## config.mk

```make
export PLATFORM = sky130hd
export DESIGN_NAME = aes_job_sequencer
export DESIGN_NICKNAME = d
export VERILOG_FILES = /design/src/rtl/aes_job_sequencer.sv
export SDC_FILE = /design/constraint.sdc
export NUM_CORES = 1
export LEC_CHECK = 0
export ABC_AREA = 1
export CAP_MARGIN = 20
export CORE_MARGIN = 5
export CORE_UTILIZATION = 45
export DETAILED_ROUTE_END_ITERATION = 16
export GPL_ROUTABILITY_DRIVEN = 0
export PLACE_DENSITY_LB_ADDON = 0.1
export SYNTH_ARGS = -nofsm -noshare
export SYNTH_HDL_FRONTEND = slang
export SYNTH_SLANG_ARGS = --single-unit
```

## constraint.sdc

```tcl
create_clock -name clk -period 3.6 [get_ports clk]
set_clock_uncertainty 0.1 [all_clocks]
set_input_delay 0.54 -clock clk [delete_from_list [all_inputs] [get_ports clk]]
set_output_delay 0.54 -clock clk [all_outputs]
set_load 0.01 [all_outputs]
```

## src/rtl/aes_job_sequencer.sv

```systemverilog
// Job sequencer for the byte-serial masked AES core: buffers a 16-byte shared job,
// loads it into the core at the fixed rate, captures the ciphertext burst and replays it.
module aes_job_sequencer #(
  parameter int SHARES  = 2,
  parameter int TIMEOUT = 300
) (
  input  logic                clk,
  input  logic                rst,
  input  logic                s_valid,
  output logic                s_ready,
  input  logic [8*SHARES-1:0] s_pt,
  input  logic [8*SHARES-1:0] s_key,
  output logic                core_rst,
  output logic [8*SHARES-1:0] core_pt,
  output logic [8*SHARES-1:0] core_key,
  input  logic                core_done,
  input  logic [8*SHARES-1:0] core_ct,
  output logic                m_valid,
  input  logic                m_ready,
  output logic [8*SHARES-1:0] m_ct,
  output logic                m_last,
  output logic                busy,
  output logic                err
);
  localparam int W  = 8 * SHARES;
  localparam int TW = $clog2(TIMEOUT + 1);

  typedef enum logic [2:0] {IDLE, LOAD, RUN, CAPTURE, DRAIN} state_e;

  state_e        state_q, state_d;
  logic [4:0]    in_cnt_q, in_cnt_d;
  logic [3:0]    idx_q, idx_d;
  logic [TW-1:0] tmo_q, tmo_d;
  logic          err_q, err_d;

  // Buffers hold whole share vectors; shares are never recombined here.
  logic [W-1:0] in_pt_mem  [16];
  logic [W-1:0] in_key_mem [16];
  logic [W-1:0] out_mem    [16];

  logic s_fire;
  logic out_we;

  assign s_ready = (in_cnt_q < 5'd16) && (state_q != LOAD);
  assign s_fire  = s_valid && s_ready;
  assign busy    = (state_q != IDLE);
  assign err     = err_q;

  always_ff @(posedge clk) begin
    if (s_fire) begin
      in_pt_mem[in_cnt_q[3:0]]  <= s_pt;
      in_key_mem[in_cnt_q[3:0]] <= s_key;
    end
    if (out_we) begin
      out_mem[idx_q] <= core_ct;
    end
  end

  always_ff @(posedge clk or negedge rst) begin
    if (!rst) begin
      state_q  <= IDLE;
      in_cnt_q <= '0;
      idx_q    <= '0;
      tmo_q    <= '0;
      err_q    <= 1'b0;
    end else begin
      state_q  <= state_d;
      in_cnt_q <= in_cnt_d;
      idx_q    <= idx_d;
      tmo_q    <= tmo_d;
      err_q    <= err_d;
    end
  end

  always_comb begin
    state_d  = state_q;
    in_cnt_d = in_cnt_q;
    idx_d    = idx_q;
    tmo_d    = tmo_q;
    err_d    = err_q;
    out_we   = 1'b0;
    core_rst = 1'b1;
    core_pt  = '0;
    core_key = '0;
    m_valid  = 1'b0;
    m_last   = 1'b0;
    m_ct     = '0;

    if (s_fire) begin
      in_cnt_d = in_cnt_q + 5'd1;
    end

    case (state_q)
      IDLE: begin
        if (in_cnt_q == 5'd16) begin
          state_d = LOAD;
          idx_d   = '0;
        end
      end
      LOAD: begin
        // The core latches byte 0 during its final reset cycle.
        core_rst = (idx_q == 4'd0);
        core_pt  = in_pt_mem[idx_q];
        core_key = in_key_mem[idx_q];
        idx_d    = idx_q + 4'd1;
        if (idx_q == 4'd15) begin
          in_cnt_d = '0;
          tmo_d    = '0;
          state_d  = RUN;
        end
      end
      RUN: begin
        core_rst = 1'b0;
        tmo_d    = tmo_q + TW'(1);
        // idx is 0 throughout RUN, so the first ciphertext byte lands in slot 0.
        if (core_done) begin
          out_we  = 1'b1;
          idx_d   = 4'd1;
          state_d = CAPTURE;
        end else if (tmo_q == TW'(TIMEOUT - 1)) begin
          err_d   = 1'b1;
          state_d = IDLE;
        end
      end
      CAPTURE: begin
        core_rst = 1'b0;
        out_we   = 1'b1;
        if (!core_done) begin
          err_d = 1'b1;
        end
        idx_d = idx_q + 4'd1;
        if (idx_q == 4'd15) begin
          state_d = DRAIN;
        end
      end
      DRAIN: begin
        m_valid = 1'b1;
        m_ct    = out_mem[idx_q];
        m_last  = (idx_q == 4'd15);
        if (m_ready) begin
          idx_d = idx_q + 4'd1;
          if (idx_q == 4'd15) begin
            state_d = IDLE;
          end
        end
      end
      default: state_d = IDLE;
    endcase
  end
endmodule

```

==> reports/metrics.csv <==
stage;metric;value;unit
die;I/O pin cnt;107;
clock_network;Clock Path Buffers;3;
synth;Compound-Gate Fraction of Synth Area;0.355;%
synth;Synth top area share;65.4;%
synth;count leader, synth;nand2_1;
setup_path;crit path cell chain;buf_4 > buf_12 > clkbuf_16 > nand2_1 > nand3_1 > nand2_1 > nand2_1 > nand2_1 > nor2_2 > nor2_1 > clkdlybuf4s50_1;
setup_path;Max FO, Critical Path;48;
layout;Layout Cells excl Fill;4899;
die;Initial Util;45.5;%
setup_path;CP required;2.96;ns
synth;Mapped Area;35300;um^2
clock_network;H-tree depth;3;
synth;combinational family with the most area after synthesis;simple AND/OR/NAND/NOR gates;
die;core area;77600;um^2
die;Die Width;290;um
sta;maximum clock rate;0.286;GHz
synth;most frequent cells after synthesis;1310 x nand2_1, 801 x inv_1, 768 x edfxtp_1;
setup_path;Setup crit start kind;flop;
place;post-detail-place hpwl;44600;um
synth;#FFs+latches synth;790;
sta;final hold vios;0;
global_route;largest net degree at the start of global routing;116;
drt;overall routed net length;87000;um
sta;Slew @ Worst Pin;0.658;ns
sta;fin crit share;97.2;%
synth;Synth Area in Adders;0.319;%
setup_path;depth of the most critical reg-to-reg path;8;
synth;Post-synth EDFFs;768;
setup_path;Critical Path Most Common Cell;nand2_1;
pwr;pwr/cell area;687;nW/um^2
drt;drt via density;4.68;
clock_network;latest clock arrival within the worst-skew pair;0.61;ns
synth;simple-gate share of the synthesized area;21.5;%
synth;synth warn;0;
setup_path;Worst Setup Path Type;flop to output pin;
clock_network;CTS tree;done;
synth;Cell variety after synth;24;
global_route;GRT Resource Usage Total;20.1;%
global_route;vias in the first global route;21697;
synth;Avg Inst Size Synth;9.64;um^2
die;die height;290;um
synth;main flop type after synthesis;edfxtp_1;
sta;Final Critical Period;3.50;ns
pwr;Max rail drop VDD;0.631;mV
global_route;Overflow after GRT;0;
setup_path;CP arrival;2.86;ns
synth;Post-synth ARST share;2.78;%
synth;Synth Area in XOR/XNOR;0.0497;%
worst_hold_path;min-delay worst type;primary input to async pin;
drt;DR pass1 iterations;5;
synth;Yosys top cell by area;edfxtp_1;
global_route;initial antenna violation count;4;
sta;worst setup margin;0.0996;ns
setup_path;crit path max-delay cell type;dfrtp_4;
drt;WL/cell;17.8;um
layout;nets;3851;
drt;routed vias;22913;
sta;Final setup viols;0;
synth;register area share after synthesis;66.9;%
clock_network;CTS Buf Count;87;
status;outcome;completed;
layout;area growth from synthesis to layout;16.9;%
clock_network;CTS Sinks;790;
flow_run;Max-Cap Viols;0;
layout;share of cells above drive strength 1;6.79;%
global_route;first-pass GRT wire length;131000;um
die;Placement Rows;102;
sta;worst hold slack;0.223;ns
clock_network;Clock Root Buffer;clkbuf_16;
sta;Slew HR;56.1;%
place;pre-CTS setup slack;0.620;ns
pwr;Static Leakage;18.6;nW
sta;final setup TNS;0;ns
place;Port Buf Inserts;106;
synth;Synth area leaders;edfxtp_1 65%, nand2_1 14%, inv_1 8.5%;
synth;Post-Syn Nets;3722;
drt;Routed Antenna Nets;0;
clock_network;clk slew on worst S/H paths;0.06;ns
sta;RSZ-0062 raised after global routing;yes;
layout;fillers;6989;
setup_path;crit path capture type;output pin;
synth;post-synthesis mux area share;0;%
synth;Gate Count Post-Synth;3660;
place;Inst Count DP;4728;
setup_path;max incr delay on CP;0.56;ns
drt;initial drt markers;1679;
layout;Final Util;53.1;%
die;die area;84100;um^2
sta;final max-slew violation count;0;
drt;DRC Markers;0;
==> through the flow <==
step           area [um^2]  total power, mW
6_report             41200             28.3
5_1_grt              41200             30.1
4_1_cts              40900             28.4
3_5_place_dp         38200             19.8
3_3_place_gp         38200             19.8
2_1_floorplan        35300             16.6
==> flip-flops by register name, summed over array words and instances, names as in the netlist <==
signal and cells:
err 1, idx_q 4, in_cnt_q 5, in_key_mem 256
in_pt_mem 256, out_mem 256, state_q 3, tmo_q 9
==> worst max-delay path: cells and delay by family (launching register included) <==
kind	cells	cell delay (ns)
buffers and inverters	4	1.08
and+or+nand+nor	7	0.58
DFF	1	0.56
==> routing by layer <==
| metal | routed length, um | global-route usage [%] |
|---|---|---|
| met1 | 37900 | 26.1 |
| met2 | 43600 | 35.6 |
| met3 | 3650 | 3.01 |
| met4 | 1810 | 4.84 |
| met5 | 20 | 0 |
==> cells by family (layout without fill, tap and decap cells) <==
family | count (synthesis) | after routing
adders and majority gates | 9 | 9
buffers and inverters | 962 | 1158
xor gates and xnor gates | 2 | 2
and+or+nand+nor | 1873 | 1873
other | 0 | 3
AOI/OAI and AO/OA | 24 | 24
DFF | 790 | 790
==> where the power goes <==
group / switching, mW / internal, mW / total [mW] / leakage [nW]
sequential: 0.232 / 10.7 / 10.9 / 7.20
combinational: 5.89 / 3.03 / 8.92 / 10.1
clock: 3.52 / 4.93 / 8.45 / 1.33
==> final timing paths <==
check	startpoint	slack (ns)	end
max in group asynchronous	rst	2.58	idx_q[1]
hold reg to reg	err	0.39	err
min in group clk	err	0.39	err
setup reg to reg	state_q[0]	0.78	in_key_mem[10][2]
hold / removal	rst	0.22	tmo_q[5]
setup / recovery	idx_q[0]	0.1	core_pt[13]
==> layout by cell type, fill, tap and decap left out, types with 18 or more instances in the layout <==
cell             count
clkinv_1            22
nand3_1            397
nand2_1           1310
buf_4               30
clkdlybuf4s50_1     94
edfxtp_1           768
buf_12              42
dfrtp_1             20
nor2_4              18
nor2_2              19
clkinv_2            19
nor2_1             115
clkbuf_16           93
inv_1              800
==> timing repair <==
action                     in CTS  in global routing
setup endpoints to repair      17                 47
resized for setup               2                 31
hold endpoints to repair        0                  0
hold buffers                    0                  0
buffers inserted                0                  7
gates cloned                    0                  5
==> layout make-up <==
class                      instances  area, um^2  area share, %
multi-input combinational       1908        8010           19.4
clock buffer                     105        2290           5.55
tap                             1040        1300           3.16
inverter                         809        3080           7.47
clock inverter                    51         407          0.986
timing repair inverter             1        11.3         0.0273
antenna                            3        7.51         0.0182
sequential                       790       23600           57.3
timing repair buffer             192        2500           6.06
No activity file was read; power rests on OpenSTA's default activity.
